## src/rtl/rom_stream_reader.sv

```systemverilog
// rom_stream_reader
// Sequencer placed in front of a synchronous single-port block ROM with a
// one-cycle registered read. A burst (base address + word count) is started
// from IDLE. Words are fetched one per cycle and delivered as a valid/ready
// stream through a 2-entry output buffer, so back-pressure never drops a word.
//
// Ports:
//   clk_i        clock, rising edge
//   rst_ni       asynchronous active-low reset
//   start_i      burst request, sampled only in IDLE
//   base_addr_i  first ROM address of the burst (sampled with start_i)
//   length_i     burst word count, 0..2**memSize_p (sampled with start_i)
//   rom_addr_o   registered ROM address
//   rom_data_i   ROM read data, one cycle after the address is sampled
//   data_o       stream data (buffer head)
//   valid_o      stream valid (buffer not empty)
//   ready_i      stream ready from downstream
//   busy_o       high while a burst is running
//   done_o       one-cycle pulse after the last word of a burst is accepted
module rom_stream_reader #(
    parameter int memSize_p   = 8,
    parameter int dataWidth_p = 16
) (
    input  logic                   clk_i,
    input  logic                   rst_ni,
    input  logic                   start_i,
    input  logic [memSize_p-1:0]   base_addr_i,
    input  logic [memSize_p:0]     length_i,
    output logic [memSize_p-1:0]   rom_addr_o,
    input  logic [dataWidth_p-1:0] rom_data_i,
    output logic [dataWidth_p-1:0] data_o,
    output logic                   valid_o,
    input  logic                   ready_i,
    output logic                   busy_o,
    output logic                   done_o
);

    typedef enum logic [0:0] {
        IDLE = 1'b0,
        RUN  = 1'b1
    } state_e;

    state_e                 state_q, state_d;
    logic [memSize_p-1:0]   addr_q, addr_d;
    logic [memSize_p:0]     rem_q, rem_d;
    logic                   pend_q, pend_d;
    logic [1:0]             count_q, count_d;
    logic                   rd_ptr_q, rd_ptr_d;
    logic                   wr_ptr_q, wr_ptr_d;
    logic                   done_q, done_d;
    logic [dataWidth_p-1:0] mem0_q, mem1_q;

    logic                   pop_s;
    logic                   push_s;
    logic                   issue_s;
    logic [2:0]             occ_s;

    // Stream outputs come straight from the buffer and state registers.
    always_comb begin
        data_o     = rd_ptr_q ? mem1_q : mem0_q;
        valid_o    = (count_q != 2'd0);
        busy_o     = (state_q == RUN);
        done_o     = done_q;
        rom_addr_o = addr_q;
    end

    // Next-state logic: read issue, buffer bookkeeping and the IDLE/RUN FSM.
    always_comb begin
        pop_s  = (count_q != 2'd0) & ready_i;
        push_s = pend_q;
        // Occupancy after this edge if no new read is issued; a pop implies
        // count_q >= 1, so the subtraction never underflows.
        occ_s   = {1'b0, count_q} + {2'b00, pend_q} - {2'b00, pop_s};
        issue_s = (state_q == RUN) && (rem_q != {(memSize_p+1){1'b0}}) && (occ_s < 3'd2);

        case ({push_s, pop_s})
            2'b10:   count_d = count_q + 2'd1;
            2'b01:   count_d = count_q - 2'd1;
            default: count_d = count_q;
        endcase
        rd_ptr_d = pop_s  ? ~rd_ptr_q : rd_ptr_q;
        wr_ptr_d = push_s ? ~wr_ptr_q : wr_ptr_q;

        state_d = state_q;
        addr_d  = addr_q;
        rem_d   = rem_q;
        pend_d  = 1'b0;
        done_d  = 1'b0;
        case (state_q)
            IDLE: begin
                if (start_i) begin
                    state_d = RUN;
                    addr_d  = base_addr_i;
                    rem_d   = length_i;
                end else begin
                    state_d = IDLE;
                end
            end
            RUN: begin
                pend_d = issue_s;
                if (issue_s) begin
                    addr_d = addr_q + {{(memSize_p-1){1'b0}}, 1'b1};
                    rem_d  = rem_q - {{memSize_p{1'b0}}, 1'b1};
                end else begin
                    addr_d = addr_q;
                end
                // Finish on the edge that drains the last word (or at once
                // for an empty burst): nothing left to issue, nothing in flight.
                if ((rem_q == {(memSize_p+1){1'b0}}) && !pend_q && (count_d == 2'd0)) begin
                    state_d = IDLE;
                    done_d  = 1'b1;
                end else begin
                    state_d = RUN;
                end
            end
            default: begin
                state_d = IDLE;
            end
        endcase
    end

    // State registers and buffer storage.
    always_ff @(posedge clk_i or negedge rst_ni) begin
        if (!rst_ni) begin
            state_q  <= IDLE;
            addr_q   <= {memSize_p{1'b0}};
            rem_q    <= {(memSize_p+1){1'b0}};
            pend_q   <= 1'b0;
            count_q  <= 2'd0;
            rd_ptr_q <= 1'b0;
            wr_ptr_q <= 1'b0;
            done_q   <= 1'b0;
            mem0_q   <= {dataWidth_p{1'b0}};
            mem1_q   <= {dataWidth_p{1'b0}};
        end else begin
            state_q  <= state_d;
            addr_q   <= addr_d;
            rem_q    <= rem_d;
            pend_q   <= pend_d;
            count_q  <= count_d;
            rd_ptr_q <= rd_ptr_d;
            wr_ptr_q <= wr_ptr_d;
            done_q   <= done_d;
            if (push_s) begin
                if (wr_ptr_q) begin
                    mem1_q <= rom_data_i;
                end else begin
                    mem0_q <= rom_data_i;
                end
            end else begin
                mem0_q <= mem0_q;
                mem1_q <= mem1_q;
            end
        end
    end

endmodule

```

## config.mk

```make
export PLATFORM = sky130hd
export DESIGN_NAME = rom_stream_reader
export DESIGN_NICKNAME = d
export VERILOG_FILES = /design/src/rtl/rom_stream_reader.sv
export SDC_FILE = /design/constraint.sdc
export NUM_CORES = 1
export LEC_CHECK = 0
export ABC_AREA = 1
export BUFFER_PORTS_ARGS = -buffer_cell sky130_fd_sc_hd__buf_2
export CAP_MARGIN = 10
export CORE_ASPECT_RATIO = 1.1
export CORE_MARGIN = 3
export CORE_UTILIZATION = 40
export CTS_BUF_LIST = sky130_fd_sc_hd__clkbuf_16
export CTS_CLUSTER_DIAMETER = 50
export DETAILED_ROUTE_END_ITERATION = 8
export SLEW_MARGIN = 10
export SYNTH_ARGS = -nofsm -noshare
export SYNTH_HDL_FRONTEND = slang
export SYNTH_SLANG_ARGS = --single-unit
```

## constraint.sdc

```tcl
create_clock -name clk_i -period 5.2 [get_ports clk_i]
set_input_delay 0.26 -clock clk_i [delete_from_list [all_inputs] [get_ports clk_i]]
set_output_delay 0.26 -clock clk_i [all_outputs]
set_load 0.02 [all_outputs]
```

==> flow_summary.html, run 1 <==
<table>
<tr><th>Metric</th><th>Value</th></tr>
<tr><th colspan="2">Logic synthesis</th></tr>
<tr><td>Area fraction of the dominant cell type after synthesis</td><td>a little under half</td></tr>
<tr><td>Async set or reset register ratio after synthesis</td><td>100%</td></tr>
<tr><td>Avg Inst Size Synth</td><td>7.58 µm²</td></tr>
<tr><td>Most instantiated library cell after synthesis</td><td>nand2_1</td></tr>
<tr><td>Count of flip-flops with a built-in enable after synthesis</td><td>0</td></tr>
<tr><td>Top_reg_cell synth</td><td>dfrtp_1</td></tr>
<tr><td>Synth area leaders</td><td>dfrtp_1, nand2_1, nand3_1</td></tr>
<tr><td>Synthesized cell area</td><td>0.00293 mm²</td></tr>
<tr><td>Commonest cells in the synthesized netlist</td><td>nand2_1, dfrtp_1, inv_1</td></tr>
<tr><td>Count of unique library cells instantiated by Yosys</td><td>30</td></tr>
<tr><td>Number of warnings printed during yosys synthesis</td><td>0</td></tr>
<tr><td>Share of synthesized area occupied by flip-flops and latches</td><td>47.8%</td></tr>
<tr><td>Net count of the mapped netlist</td><td>427</td></tr>
<tr><td>Synth area leader</td><td>dfrtp_1</td></tr>
<tr><td>Synthesized netlist cell count</td><td>between 300 and 400</td></tr>
<tr><td>#FFs+latches synth</td><td>56</td></tr>
<tr><th colspan="2">Power</th></tr>
<tr><td>Clk network pwr share</td><td>14.2%</td></tr>
<tr><td>Peak ir drop on the vdd network</td><td>0.269 mV</td></tr>
<tr><td>Sequential share of power</td><td>34.8%</td></tr>
<tr><td>Leakage power of the design</td><td>1.86 nW</td></tr>
<tr><td>Power per Cell Area</td><td>672 mW/mm²</td></tr>
<tr><td>Portion of total power attributed to combinational logic</td><td>between 50 and 60%</td></tr>
<tr><td>Int Power</td><td>between 1 and 1.5 mW</td></tr>
<tr><td>Net switching power</td><td>around 1.1 mW</td></tr>
<tr><td>Overall power</td><td>2.29 mW</td></tr>
<tr><td>Switching Share</td><td>46.9%</td></tr>
<tr><th colspan="2">Place</th></tr>
<tr><td>HPWL after detailed placement</td><td>roughly 4300 µm</td></tr>
<tr><td>Last weighted congestion value of the routability-driven placer</td><td>0.798</td></tr>
<tr><td>Number of input and output port buffers inserted</td><td>63</td></tr>
<tr><th colspan="2">STA</th></tr>
<tr><td>Slew at the pin closest to its max-slew limit</td><td>between 1 and 1.5 ns</td></tr>
<tr><td>Shortest period the worst path allows</td><td>2.55 ns</td></tr>
<tr><td>Unrepaired setup endpoints after global routing</td><td>no</td></tr>
<tr><td>Final hold viol count</td><td>0</td></tr>
<tr><td>Share of the cycle needed by the critical path after routing</td><td>49.0%</td></tr>
<tr><td>Number of failing setup endpoints in the final timing report</td><td>0</td></tr>
<tr><td>Fin Clk Skew</td><td>0.00317 ns</td></tr>
<tr><td>Setup total negative slack</td><td>0 ns</td></tr>
<tr><td>Maximum clock frequency</td><td>roughly 390 MHz</td></tr>
<tr><td>Slew Viols, Final</td><td>0</td></tr>
<tr><td>Headroom to the max-slew limit</td><td>between 20 and 30%</td></tr>
<tr><th colspan="2">Worst setup path</th></tr>
<tr><td>Critical path fanouts, max</td><td>25</td></tr>
<tr><td>Required time of the critical path</td><td>5.43 ns</td></tr>
<tr><td>CP Launch Point</td><td>count_q[1]$_DFF_PN0_</td></tr>
<tr><td>Reg-to-reg startpoint</td><td>count_q[1]$_DFF_PN0_</td></tr>
<tr><td>Data arrival time of the critical path</td><td>2.78 ns</td></tr>
<tr><td>Reg-to-reg endpoint</td><td>rem_q[8]$_DFFE_PN0P_</td></tr>
<tr><td>Register-to-register setup slack</td><td>2.65 ns</td></tr>
<tr><td>Endpoint type of the worst setup path</td><td>register</td></tr>
<tr><td>Element type at the critical path start</td><td>register</td></tr>
<tr><td>CP endpoint</td><td>rem_q[8]$_DFFE_PN0P_</td></tr>
<tr><td>Count of cells along the worst register-to-register path</td><td>13</td></tr>
<tr><td>Crit Path Class</td><td>register to register</td></tr>
<tr><th colspan="2">CTS</th></tr>
<tr><td>Clock-pin slew of the registers on the worst-case setup and hold paths</td><td>0.07 ns</td></tr>
<tr><td>Post_cts resized</td><td>0</td></tr>
<tr><td>Hold Buf Count CTS</td><td>0</td></tr>
<tr><td>Root Driver</td><td>clkbuf_16</td></tr>
<tr><td>Clock tree from TritonCTS</td><td>yes</td></tr>
<tr><td>Worst-skew pair later-pin latency</td><td>~0.29 ns</td></tr>
<tr><td>Number of post-CTS setup repair buffers</td><td>0</td></tr>
<tr><td>CTS Sinks</td><td>56</td></tr>
<tr><td>Deepest level of the CTS H-tree</td><td>2</td></tr>
<tr><td>Buffers from clock root to sink, at most</td><td>2</td></tr>
<tr><td>Inserted Clock Buffers</td><td>5</td></tr>
<tr><th colspan="2">Drt</th></tr>
<tr><td>First DRT Iteration DRCs</td><td>119</td></tr>
<tr><td>Routed vias</td><td>2529</td></tr>
<tr><td>DRC violation count after routing</td><td>0</td></tr>
<tr><td>Average routed wire per standard cell</td><td>11.6 µm</td></tr>
<tr><td>Residual antenna-violating net count after detailed routing</td><td>0</td></tr>
<tr><td>Detailed-router iteration count before antenna repair</td><td>4</td></tr>
<tr><td>Total wire length after detailed routing</td><td>6140 µm</td></tr>
<tr><td>Via/cell ratio</td><td>about 4.8</td></tr>
<tr><th colspan="2">Run status</th></tr>
<tr><td>Status</td><td>completed</td></tr>
<tr><th colspan="2">Finish</th></tr>
<tr><td>Share of the core filled with cells in the final layout</td><td>48.1%</td></tr>
<tr><td>Ant diodes</td><td>0</td></tr>
<tr><td>Total number of nets in the final design</td><td>482</td></tr>
<tr><td>Fraction of final layout cells sized beyond drive strength 1</td><td>20.3%</td></tr>
<tr><td>Fill cell total of the finished layout</td><td>between 700 and 800</td></tr>
<tr><td>Area grow syn2layout</td><td>16.2%</td></tr>
<tr><th colspan="2">GRT</th></tr>
<tr><td>Overflow left after global routing</td><td>0</td></tr>
<tr><td>Wire length of the first global-routing pass</td><td>10400 µm</td></tr>
<tr><td>Largest net degree at the start of global routing</td><td>57</td></tr>
<tr><td>Antenna violations before repair</td><td>0</td></tr>
<tr><td>Combined global-route utilization of all metal layers</td><td>about 16%</td></tr>
<tr><td>Vias in the first global route</td><td>between 2000 and 2500</td></tr>
<tr><th colspan="2">Die</th></tr>
<tr><td>I/O pins</td><td>64</td></tr>
<tr><td>Die boundary width</td><td>87.6 µm</td></tr>
<tr><td>Initial core utilization</td><td>41.4%</td></tr>
<tr><td>Area of the core region</td><td>between 0.007 and 0.008 mm²</td></tr>
<tr><td>DIE AREA</td><td>between 0.008 and 0.009 mm²</td></tr>
<tr><td>Row count</td><td>32</td></tr>
<tr><td>Chip height</td><td>between 90 and 100 µm</td></tr>
<tr><th colspan="2">Job</th></tr>
<tr><td>Reported max-cap violation count</td><td>0</td></tr>
<tr><th colspan="2">Worst hold path</th></tr>
<tr><td>Min-delay worst type</td><td>input pin to async pin</td></tr>
</table>
-- through the flow --
step	area (µm²)	std cells	worst slack (ns)	hold slack (ns)
floorplan	2930	387	2.88	-0.0356
global placement	3270	520	2.74	0.450
detailed placement	3270	520	2.65	0.446
CTS	3410	528	2.62	0.138
global route	3410	528	2.37	0.174
finish	3410	528	2.65	0.105
-- power by group through the flow --
stage	Sequential, mW	Clock [mW]	Combinational, mW
finish	0.797	0.324	1.17
global route	0.826	0.353	1.34
CTS	0.798	0.338	1.19
global placement	0.799	0	1.17
floorplan	0.785	0	0.961
detailed placement	0.805	0	1.19
-- worst max-delay path: stages, from the launching register on --
cell	delay (ns)
dfrtp_1	0.38
inv_1	0.11
nand2_1	0.09
nand2_1	0.09
nor2_1	0.18
o21bai_1	0.17
nand2_1	0.09
fa_1	0.49
nand3_1	0.08
nor2_1	0.12
nand2_2	0.18
nand2_4	0.31
nand3_1	0.11
nand2_1	0.08
-- registers in the layout (all words and copies together) (netlist names) --
name        cells
busy_o          1
pend_q          1
done_o          1
rem_q           9
rd_ptr_q        1
rom_addr_o      8
count_q         2
mem0_q         16
wr_ptr_q        1
mem1_q         16
-- routing by layer --
| metal | GRT usage, % | vias to the layer above | routed length (µm) |
|---|---|---|---|
| met5 | 0 | - | 0 |
| li1 | - | 1323 | - |
| met2 | 26.6 | 54 | 3030 |
| met1 | 19.9 | 1148 | 2760 |
| met3 | 3.77 | 4 | 311 |
| met4 | 3.84 | 0 | 36 |
-- how the worst min path moves through the flow --
stage | startpoint | endpoint | depth (start not counted)
after floorplan | rst_ni | busy_o$_DFF_PN0_ | 0
after global placement | rst_ni | mem0_q[1]$_DFFE_PN0P_ | 2
after detailed placement | rst_ni | mem0_q[1]$_DFFE_PN0P_ | 2
after CTS | rst_ni | mem0_q[1]$_DFFE_PN0P_ | 2
after global routing | rst_ni | mem0_q[1]$_DFFE_PN0P_ | 2
final | rst_ni | mem0_q[1]$_DFFE_PN0P_ | 2
-- area by class of cell --
cell class	instances	area [µm²]	share of cell area [%]
clock buffer	5	125	3.67
clock inverter	3	15.0	0.441
inverter	38	143	4.19
multi-input combinational	276	1290	37.8
sequential	56	1400	41.1
tap	85	106	3.12
timing repair buffer	65	330	9.70
-- kinds of logic (layout without fill, tap and decap cells) --
group                      after synthesis  count (layout)  synth area share [%]
AOI/OAI and AO/OA                       56              56                  11.1
adders and majority gates                3               3                  1.54
DFF                                     56              56                  47.8
and+or+nand+nor                        215             215                  30.6
buffers and inverters                   55             111                  8.36
xor gates and xnor gates                 2               2                 0.597
-- layout by cell type (no fill, tap or decap), drive strengths merged --
master	instances
clkinvlp	1
inv	38
o31ai	1
clkinv	2
nand3	32
o21ai	48
buf	65
dfrtp	56
o22ai	1
or2	3
nand2	162
a21oi	1
o211ai	1
ha	2
o21bai	4
nand4	2
clkbuf	5
xor2	2
nor2	15
and2	1
fa	1
Note: power is estimated with default switching activity, not from simulation.
==> run 2, diff against run 1 <==
clock period = 2.7 ns   (was 5.2 ns; I/O delays follow)
==> flow_summary.html, run 2 (same netlist as run 1, synthesis figures left out) <==
<table>
<tr><th>Metric</th><th>Value</th></tr>
<tr><th colspan="2">STA</th></tr>
<tr><td>Final hold viol count</td><td>0</td></tr>
<tr><td>Slew Viols, Final</td><td>0</td></tr>
<tr><td>Maximum clock frequency</td><td>between 400 and 500 MHz</td></tr>
<tr><td>Slew at the pin closest to its max-slew limit</td><td>approximately 1.1 ns</td></tr>
<tr><td>Share of the cycle needed by the critical path after routing</td><td>between 80% and 90%</td></tr>
<tr><td>Fin Clk Skew</td><td>about 0.0048 ns</td></tr>
<tr><td>Unrepaired setup endpoints after global routing</td><td>no</td></tr>
<tr><td>Final Worst Setup Slack</td><td>0.316 ns</td></tr>
<tr><td>Shortest period the worst path allows</td><td>2.38 ns</td></tr>
<tr><td>Headroom to the max-slew limit</td><td>28.5%</td></tr>
<tr><td>Setup total negative slack</td><td>0 ns</td></tr>
<tr><td>Number of failing setup endpoints in the final timing report</td><td>0</td></tr>
<tr><th colspan="2">GRT</th></tr>
<tr><td>Vias in the first global route</td><td>2441</td></tr>
<tr><td>Grt met1 use</td><td>approximately a fifth</td></tr>
<tr><td>GRT Max-Usage Layer</td><td>met2</td></tr>
<tr><td>Wire length of the first global-routing pass</td><td>roughly 11000 µm</td></tr>
<tr><td>Largest net degree at the start of global routing</td><td>34</td></tr>
<tr><td>Antenna violations before repair</td><td>0</td></tr>
<tr><td>Combined global-route utilization of all metal layers</td><td>about 16%</td></tr>
<tr><td>Met2 layer usage reported by global route</td><td>about 28%</td></tr>
<tr><td>Overflow left after global routing</td><td>0</td></tr>
<tr><td>Met3 Track Usage GR</td><td>3.17%</td></tr>
<tr><th colspan="2">Power</th></tr>
<tr><td>Leakage power of the design</td><td>1.90 nW</td></tr>
<tr><td>Peak ir drop on the vdd network</td><td>~0.54 mV</td></tr>
<tr><td>Power per Cell Area</td><td>approximately 1300 mW/mm²</td></tr>
<tr><th colspan="2">Place</th></tr>
<tr><td>Number of input and output port buffers inserted</td><td>63</td></tr>
<tr><td>HPWL after detailed placement</td><td>4400 µm</td></tr>
<tr><td>Number of cells after detailed placement</td><td>524</td></tr>
<tr><td>Worst slack after detailed placement</td><td>0.326 ns</td></tr>
<tr><td>Last weighted congestion value of the routability-driven placer</td><td>a little over 0.8</td></tr>
<tr><th colspan="2">CTS</th></tr>
<tr><td>CTS Sinks</td><td>56</td></tr>
<tr><td>Clock tree from TritonCTS</td><td>yes</td></tr>
<tr><td>Worst-skew pair later-pin latency</td><td>0.29 ns</td></tr>
<tr><td>Number of post-CTS setup repair buffers</td><td>0</td></tr>
<tr><td>Deepest level of the CTS H-tree</td><td>2</td></tr>
<tr><td>Post_cts resized</td><td>0</td></tr>
<tr><td>Buffers from clock root to sink, at most</td><td>2</td></tr>
<tr><td>Inserted Clock Buffers</td><td>5</td></tr>
<tr><td>Root Driver</td><td>clkbuf_16</td></tr>
<tr><td>Hold Buf Count CTS</td><td>1</td></tr>
<tr><td>Clock-pin slew of the registers on the worst-case setup and hold paths</td><td>0.07 ns</td></tr>
<tr><th colspan="2">Worst setup path</th></tr>
<tr><td>Element type at the critical path start</td><td>register</td></tr>
<tr><td>Endpoint type of the worst setup path</td><td>register</td></tr>
<tr><td>Critical path fanouts, max</td><td>25</td></tr>
<tr><td>Bufs and invs on worst path</td><td>1</td></tr>
<tr><td>Cell type of the slowest stage on the worst timing path</td><td>fa_1</td></tr>
<tr><td>Sequence of cells on the critical path</td><td>inv_1 &gt; nand2_1 &gt; nand2_1 &gt; nor2_1 &gt; o21bai_1 &gt; nand2_1 &gt; fa_1 &gt; nand3_1 &gt; nor2_1 &gt; nand2_2 &gt; nand2_4 &gt; nand2_1 &gt; o21ai_2</td></tr>
<tr><td>Crit Path Class</td><td>register to register</td></tr>
<tr><td>Slowest Stage Delay on Critical Path</td><td>0.49 ns</td></tr>
<tr><td>CP top delay family</td><td>simple AND/OR/NAND/NOR gates</td></tr>
<tr><td>Data arrival time of the critical path</td><td>about 2.6 ns</td></tr>
<tr><td>Library cell appearing most often on the critical path</td><td>nand2_1</td></tr>
<tr><td>Required time of the critical path</td><td>2.91 ns</td></tr>
<tr><th colspan="2">Worst hold path</th></tr>
<tr><td>Min-delay worst type</td><td>input pin to register</td></tr>
<tr><th colspan="2">Finish</th></tr>
<tr><td>Fraction of final layout cells sized beyond drive strength 1</td><td>21.3%</td></tr>
<tr><td>Most common cell after layout, fill and taps aside</td><td>nand2_1</td></tr>
<tr><td>Leading registers by flop count</td><td>mem0_q (16), mem1_q (16), rem_q (9)</td></tr>
<tr><td>Final Non-Filler Cells</td><td>532</td></tr>
<tr><td>Share of the core filled with cells in the final layout</td><td>49.3%</td></tr>
<tr><td>Area of the multi-input gates</td><td>~0.0013 mm²</td></tr>
<tr><td>FF/Latch Area</td><td>0.00140 mm²</td></tr>
<tr><td>Fill cell total of the finished layout</td><td>723</td></tr>
<tr><td>Total number of nets in the final design</td><td>487</td></tr>
<tr><td>Most frequent cells in the layout</td><td>nand2_1, buf_2, dfrtp_1</td></tr>
<tr><td>Area grow syn2layout</td><td>19.1%</td></tr>
<tr><td>Ant diodes</td><td>0</td></tr>
<tr><th colspan="2">Drt</th></tr>
<tr><td>Via/cell ratio</td><td>around 4.8</td></tr>
<tr><td>DRC violation count after routing</td><td>0</td></tr>
<tr><td>Total wire length after detailed routing</td><td>just over 6000 µm</td></tr>
<tr><td>Detailed-router iteration count before antenna repair</td><td>4</td></tr>
<tr><td>Routed vias</td><td>2547</td></tr>
<tr><td>First DRT Iteration DRCs</td><td>76</td></tr>
<tr><td>Average routed wire per standard cell</td><td>11.7 µm</td></tr>
<tr><td>Residual antenna-violating net count after detailed routing</td><td>0</td></tr>
<tr><th colspan="2">Job</th></tr>
<tr><td>Reported max-cap violation count</td><td>0</td></tr>
<tr><th colspan="2">Die</th></tr>
<tr><td>Row count</td><td>32</td></tr>
<tr><td>DIE AREA</td><td>0.00840 mm²</td></tr>
<tr><td>Area of the core region</td><td>around 0.0071 mm²</td></tr>
<tr><td>Die boundary width</td><td>roughly 90 µm</td></tr>
<tr><td>Initial core utilization</td><td>between 40% and 50%</td></tr>
<tr><td>Chip height</td><td>95.8 µm</td></tr>
<tr><td>I/O pins</td><td>between 60 and 70</td></tr>
<tr><th colspan="2">Run status</th></tr>
<tr><td>Status</td><td>completed</td></tr>
</table>
## run 2: final timing paths
kind | start | cells past startpoint | endpoint | slack [ns]
min | rom_data_i[8] | 3 | mem0_q[8]$_DFFE_PN0P_ | 0.1
max | count_q[1]$_DFF_PN0_ | 13 | rem_q[4]$_DFFE_PN0P_ | 0.32
min in group asynchronous | rst_ni | 2 | count_q[1]$_DFF_PN0_ | 0.33
max in group asynchronous | rst_ni | 3 | mem1_q[13]$_DFFE_PN0P_ | 1.75
min reg2reg | mem0_q[0]$_DFFE_PN0P_ | 2 | mem0_q[0]$_DFFE_PN0P_ | 0.49
max reg2reg | count_q[1]$_DFF_PN0_ | 13 | rem_q[4]$_DFFE_PN0P_ | 0.32
## run 2: through the flow
stage	power [mW]	area, µm²	hold slack (ns)
floorplan	3.36	2930	-0.161
global placement	3.83	3300	0.0831
detailed placement	3.89	3300	0.0855
CTS	4.72	3490	0.0945
global route	5.12	3490	0.122
finish	4.65	3490	0.0973
## run 2: report_power, final
part	total [mW]	switching (mW)	internal, mW	leakage [nW]
clock	0.812	0.286	0.526	0.0899
combinational	2.34	1.54	0.807	1.12
sequential	1.49	0.254	1.24	0.694
total	4.65	2.08	2.57	1.90
## run 2: final cells by class
cell class	instances	area share, %
multi-input combinational	276	36.8
sequential	56	40.1
clock buffer	5	3.58
clock inverter	2	1.72
tap	85	3.05
timing repair buffer	70	10.6
inverter	38	4.08
## run 2: worst min-delay path, cell delays in order
cell,delay [ns]
buf_2,0.09
inv_1,0.05
o21ai_1,0.06
## run 2: routing by layer
layer	vias to the layer above	wire (µm)
met5	-	0
met4	0	62
met3	6	263
met2	49	2970
met1	1156	2910
li1	1336	-
